$ cat config.mk
export PLATFORM = sky130hd
export DESIGN_NAME = muldiv_unit
export DESIGN_NICKNAME = d
export VERILOG_FILES = /design/src/rtl/riscy_pkg.sv /design/src/rtl/muldiv_unit.sv
export SDC_FILE = /design/constraint.sdc
export NUM_CORES = 1
export LEC_CHECK = 0
export CAP_MARGIN = 5
export CELL_PAD_IN_SITES_DETAIL_PLACEMENT = 0
export CELL_PAD_IN_SITES_GLOBAL_PLACEMENT = 2
export CORE_MARGIN = 1
export CORE_UTILIZATION = 31
export CTS_CLUSTER_SIZE = 25
export DETAILED_ROUTE_END_ITERATION = 16
export PLACE_DENSITY_LB_ADDON = 0.15
export REMOVE_ABC_BUFFERS = 1
export SYNTH_ARGS = -nofsm -noshare
export SYNTH_HDL_FRONTEND = slang
export SYNTH_SLANG_ARGS = --single-unit
$ cat constraint.sdc
create_clock -name clk -period 10.95 [get_ports clk]
set_clock_uncertainty 0.15 [all_clocks]
set_input_delay 2.19 -clock clk [delete_from_list [all_inputs] [get_ports clk]]
set_output_delay 2.19 -clock clk [all_outputs]
set_load 0.02 [all_outputs]
$ cat src/rtl/riscy_pkg.sv
// riscy_pkg: op encodings, muldiv FSM states and operand-sign helpers shared by decode, cpu and muldiv_unit.
package riscy_pkg;

    typedef enum logic [2:0] {
        OP_MUL, OP_MULH, OP_MULHSU, OP_MULHU, OP_DIV, OP_DIVU, OP_REM, OP_REMU
    } muldiv_op_e;

    typedef enum logic [1:0] {ST_IDLE, ST_BUSY, ST_DONE} muldiv_state_e;

    function automatic logic op_x_signed(input logic [2:0] op);
        return op inside {OP_MULH, OP_MULHSU, OP_DIV, OP_REM};
    endfunction

    function automatic logic op_y_signed(input logic [2:0] op);
        return op inside {OP_MULH, OP_DIV, OP_REM};
    endfunction

endpackage

$ cat src/rtl/muldiv_unit.sv
// muldiv_unit: iterative RV32M multiply (shift-add) and restoring divide, one bit per cycle,
// with single-cycle fast paths for divide-by-zero and signed overflow.
module muldiv_unit
    import riscy_pkg::*;
#(
    parameter int XLEN  = 32,
    parameter int CNT_W = $clog2(XLEN) + 1
) (
    input  logic            clk,
    input  logic            reset_n,
    input  logic            in_valid,
    output logic            in_ready,
    input  logic [2:0]      op,
    input  logic [XLEN-1:0] x,
    input  logic [XLEN-1:0] y,
    input  logic            flush,
    output logic            out_valid,
    input  logic            out_ready,
    output logic [XLEN-1:0] out
);

    localparam int W2 = 2 * XLEN;

    muldiv_state_e state, state_nxt;
    logic [CNT_W-1:0] cnt;
    logic [W2-1:0]    acc, acc_nxt, b, x_ext;
    logic [XLEN-1:0]  m, out_r, x_mag, y_mag, fast_val, fin, q, r;
    logic [XLEN:0]    diff;
    logic [2:0]       op_r;
    logic             neg_q, neg_r, accept, fast, x_sgn, y_sgn, last;

    assign in_ready  = reset_n && state == ST_IDLE;
    assign out_valid = state == ST_DONE;
    assign out       = out_r;
    assign accept    = in_valid && in_ready && !flush;
    assign last      = cnt == CNT_W'(1);

    assign x_sgn = op_x_signed(op) && x[XLEN-1];
    assign y_sgn = op_y_signed(op) && y[XLEN-1];
    assign x_ext = {{XLEN{x_sgn}}, x};
    assign x_mag = x_sgn ? -x : x;
    assign y_mag = y_sgn ? -y : y;

    assign fast = op[2] && (y == '0 || (!op[0] && x == {1'b1, {(XLEN-1){1'b0}}} && y == '1));
    assign fast_val = y == '0 ? (op[1] ? x : '1) : (op[1] ? '0 : x);

    // Divide keeps {remainder, dividend/quotient} in acc; the top bit shifted out joins the trial subtract.
    assign diff = acc[W2-1:XLEN-1] - {1'b0, b[XLEN-1:0]};
    assign acc_nxt = op_r[2] ? (diff[XLEN] ? {acc[W2-2:0], 1'b0} : {diff[XLEN-1:0], acc[XLEN-2:0], 1'b1})
                             : (m[0] ? acc + b : acc);
    assign q = acc_nxt[XLEN-1:0];
    assign r = acc_nxt[W2-1:XLEN];
    assign fin = !op_r[2] ? (op_r[1:0] == 2'b00 ? q : r)
               : op_r[1]  ? (neg_r ? -r : r)
               :            (neg_q ? -q : q);

    always_ff @(posedge clk or negedge reset_n) begin
        if (!reset_n)
            state <= ST_IDLE;
        else
            state <= state_nxt;
    end

    always_comb begin
        state_nxt = state;
        case (state)
            ST_IDLE: if (accept) state_nxt = fast ? ST_DONE : ST_BUSY;
            ST_BUSY: if (last) state_nxt = ST_DONE;
            ST_DONE: if (out_ready) state_nxt = ST_IDLE;
            default: state_nxt = ST_IDLE;
        endcase
        if (flush) state_nxt = ST_IDLE;
    end

    always_ff @(posedge clk or negedge reset_n) begin
        if (!reset_n) begin
            cnt   <= '0;
            acc   <= '0;
            b     <= '0;
            m     <= '0;
            op_r  <= '0;
            neg_q <= 1'b0;
            neg_r <= 1'b0;
            out_r <= '0;
        end else if (accept) begin
            op_r  <= op;
            neg_q <= x_sgn ^ y_sgn;
            neg_r <= x_sgn;
            cnt   <= fast ? '0 : CNT_W'(XLEN);
            if (fast) out_r <= fast_val;
            if (op[2]) begin
                acc <= {{XLEN{1'b0}}, x_mag};
                b   <= {{XLEN{1'b0}}, y_mag};
                m   <= '0;
            end else begin
                // Only the low XLEN multiplier bits are iterated; a negative signed y is corrected up front.
                acc <= y_sgn ? -(x_ext << XLEN) : '0;
                b   <= x_ext;
                m   <= y;
            end
        end else if (state == ST_BUSY) begin
            acc <= acc_nxt;
            b   <= op_r[2] ? b : {b[W2-2:0], 1'b0};
            m   <= m >> 1;
            cnt <= cnt - 1'b1;
            if (last) out_r <= fin;
        end
    end

endmodule

==> summary.md <==
| Metric | Value |
|---|---|
| Status | `finished, final reports clean` |
| Total grt overflow | `0` |
| Antenna violations before repair | `2` |
| Vias in the first global route | `22948` |
| Unrepaired setup endpoints after global routing | `no` |
| Clock slew at reported path FFs | `0.06 ns` |
| Worst Path Arrival | `7.48 ns` |
| Fin crit share | `64.5%` |
| Commonest non-fill, non-tap cell in the layout | `a21oi_1` |
| P_sw | `5.76 mW` |
| IO Count | `106` |
| Routed wire per std cell | `27.5 um` |
| Post-layout min period | `7.06 ns` |
| Number of port buffers | `105` |
| Share of synthesized registers carrying an async set or reset | `100%` |
| VDD IR-drop max | `0.165 mV` |
| Detail Placement HPWL | `83400 um` |
| FF+latch count, synth | `205` |
| Antenna Nets Post-Route | `0` |
| Adder-cell area share of the yosys netlist | `6.10%` |
| CP startpoint | `acc[31]` |
| Comb pwr share | `74.1%` |
| H-tree depth | `1` |
| Crit Path Max Fanout | `25` |
| Core Footprint | `69100 sq um` |
| Vias | `24038` |
| WP buf/inv | `3` |
| Post-synthesis compound-gate area fraction | `31.2%` |
| CTS tree | `done` |
| CP max stage delay | `0.93 ns` |
| Clock power share | `10.4%` |
| Flop pwr share | `15.5%` |
| Final slew viol count | `0` |
| Number of remaining DRC errors | `0` |
| Area delta synth->final | `13.2%` |
| Via/cell ratio | `6.05` |
| Largest net degree at the start of global routing | `68` |
| CP startpoint kind | `flip-flop` |
| Yosys warning total | `0` |
| First-pass GRT wire length | `159000 um` |
| Die X | `267 um` |
| Switching part of the total | `58.1%` |
| Worst slew margin | `13.1%` |
| Hold Vio Cnt, Final | `0` |
| Final worst slack | `3.89 ns` |
| PD cells | `403 nW/um^2` |
| Root Driver | `clkbuf_16` |
| DR iter-0 viols | `2490` |
| DP Worst Slack | `3.87 ns` |
| Post-synthesis mux area share | `2.78%` |
| Total CTS buffers | `30` |
| Final setup fails | `0` |
| CP max stage cell | `nand4bb_1` |
| Post-CTS Hold Buffers | `0` |
| Die area | `71200 sq um` |
| Top FF cell, synth | `dfrtp_1` |
| CP Class | `reg2reg` |
| Hold slack | `0.336 ns` |
| TritonCTS sink count | `205` |
| Xor/xnor share of the synthesized area | `7.93%` |
| Global placer's final weighted congestion | `0.977` |
| Final #Nets | `3191` |
| Die Y | `267 um` |
| Required @ worst endpoint | `11.37 ns` |
| Clk buf depth | `3` |
| Hold Path Stages | `2` |
| Area share of the leading cell type in the synthesized netlist | `23.6%` |
| Commonest non-fill, non-tap cells in the layout | `a21oi_1 (384), nor2_1 (379), nand2_1 (323)` |
| Max Fclk | `142 MHz` |
| Post-Syn Instances | `3052` |
| Drt pass-1 iters | `6` |
| Slew @ Worst Pin | `1.30 ns` |
| Initial core utilization | `31.5%` |
| Main combinational cell family by area after synthesis | `compound AO/OA/AOI/OAI gates` |
| Setup TNS | `0 ns` |
| Netlist cell types | `88` |
| Delay-heaviest family, CP | `compound AO/OA/AOI/OAI gates` |
| Cell area after synthesis | `21800 sq um` |
| Reg-to-Reg Start | `acc[31]` |
| Syn avg cell area | `7.13 sq um` |
| Simple-gate portion of the synthesized area | `23.1%` |
| Number of synthesized flops with an enable pin | `0` |
| Max-Cap Viols | `0` |
| # Post-CTS Setup Buffers | `0` |
| Clock Latency Late Sink | `0.65 ns` |
| Path depth of the worst reg2reg path | `19` |
| PostCTS Resize Cnt | `0` |
| Total GRT Usage | `30.2%` |
| Area of the multi-input gates | `15600 sq um` |
| Area leader, netlist | `dfrtp_1` |
| Final non-filler cell area | `24600 sq um` |
| Static Leakage | `9.51 nW` |
| DP Area | `23600 sq um` |
| Internal Power | `4.16 mW` |
| Register area share after synthesis | `23.6%` |
| CP Cell Sequence | `inv_1 > ha_1 > inv_1 > fa_1 > a211oi_1 > nor2_1 > a211o_1 > a31o_2 > a21oi_2 > xnor2_4 > buf_4 > mux2_2 > a211oi_2 > nand4bb_1 > nand3b_1 > nor4_1 > mux2i_1 > a21oi_1 > a21oi_1` |
| Total Wirelength | `109000 um` |
| Worst path depth | `19` |
| CP Capture Type | `flip-flop` |
| Fill cells | `7436` |
| Hold path start | `neg_r` |
| Min-delay worst type | `reg2reg` |
| Total area of sequential cells | `5130 sq um` |
| Rows | `96` |
| Synth area leaders | `dfrtp_1 (24%), a21oi_1 (8.9%), nor2_1 (6.6%)` |
| Share of cells above drive strength 1 | `5.73%` |
flip-flops by register name, summed over array words and instances (netlist names):
| register | flops |
|---|---|
| m | 32 |
| out | 32 |
| cnt | 6 |
| op_r | 3 |
| neg_r | 1 |
| state | 2 |
| neg_q | 1 |
| b | 64 |
| acc | 64 |
layout make-up:
type | instances | area share, %
Clock buffer | 45 | 3.68
Clock inverter | 10 | 0.417
Timing Repair Buffer | 161 | 5.98
Tap cell | 931 | 4.73
Sequential cell | 205 | 20.9
Multi-Input combinational cell | 2547 | 63.2
Antenna cell | 2 | 0.0203
Inverter | 70 | 1.07
worst reg2reg max path: cells and delay by family, from the launching register on:
kind | cells | cell delay, ns
xor+xnor | 1 | 0.24
flops | 1 | 0.47
simple gates | 4 | 1.95
mux | 2 | 0.64
fa+ha+maj | 2 | 0.60
compound gates | 7 | 2.29
buf+inv | 3 | 0.66
per-layer routing:
metal	part of all wire, %	track usage (%)
met1	46	43.3
met2	43	46.6
met3	7.9	4.61
met4	3.0	8.34
met5	0.011	0
power groups by stage:
stage / clock network (mW) / registers [mW] / logic (mW)
after floorplan: 0 / 1.42 / 4.65
after global placement: 0 / 1.53 / 7.16
after detailed placement: 0 / 1.53 / 7.15
after CTS: 1.05 / 1.52 / 7.21
after global routing: 1.08 / 1.58 / 7.91
final: 1.03 / 1.54 / 7.36
final timing paths:
check / endpoint / slack [ns]
max: out[21] / 3.89
min: neg_r / 0.34
max reg2reg: out[21] / 3.89
min reg2reg: neg_r / 0.34
max in group asynchronous: m[0] / 7.45
min in group asynchronous: acc[50] / 1.31
Yosys cell counts, types with 10 or more instances:
master and n:
nor4_1 30, xnor2_1 127, a31oi_1 52, and2_1 16
and3_1 16, o211ai_1 37, dfrtp_1 205, mux2i_1 47
or3_1 35, o21bai_1 12, inv_1 69, ha_1 102
buf_2 12, o21a_1 21, mux2_2 12, a311oi_1 12
o221ai_1 11, nor2b_1 16, clkbuf_1 196, o311ai_0 10
o21ai_1 16, nor3b_1 10, o21ai_0 221, nand4_1 55
o22a_1 10, or4_1 10, nor3_1 65, a21o_1 51
nand2b_1 30, or2_2 15, nand3_1 67, o22ai_1 29
o31ai_1 16, nand2_1 324, a211oi_1 89, xor2_1 68
a21oi_1 386, buf_1 19, nor2_1 384
cells by family after synthesis:
kind of cell / Yosys count
simple gates: 1097
fa+ha+maj: 105
compound gates: 1090
flops: 205
xor+xnor: 196
mux: 59
buf+inv: 300
metrics by stage:
step | utilization (%) | instances | total power [mW]
floorplan | - | 2822 | 6.08
global placement | 34.2 | 3914 | 8.69
detailed placement | 34.2 | 3914 | 8.69
CTS | 35.6 | 3969 | 9.78
global route | 35.6 | 3969 | 10.6
finish | 35.6 | 3971 | 9.92
(Power assumes the default switching activity.)
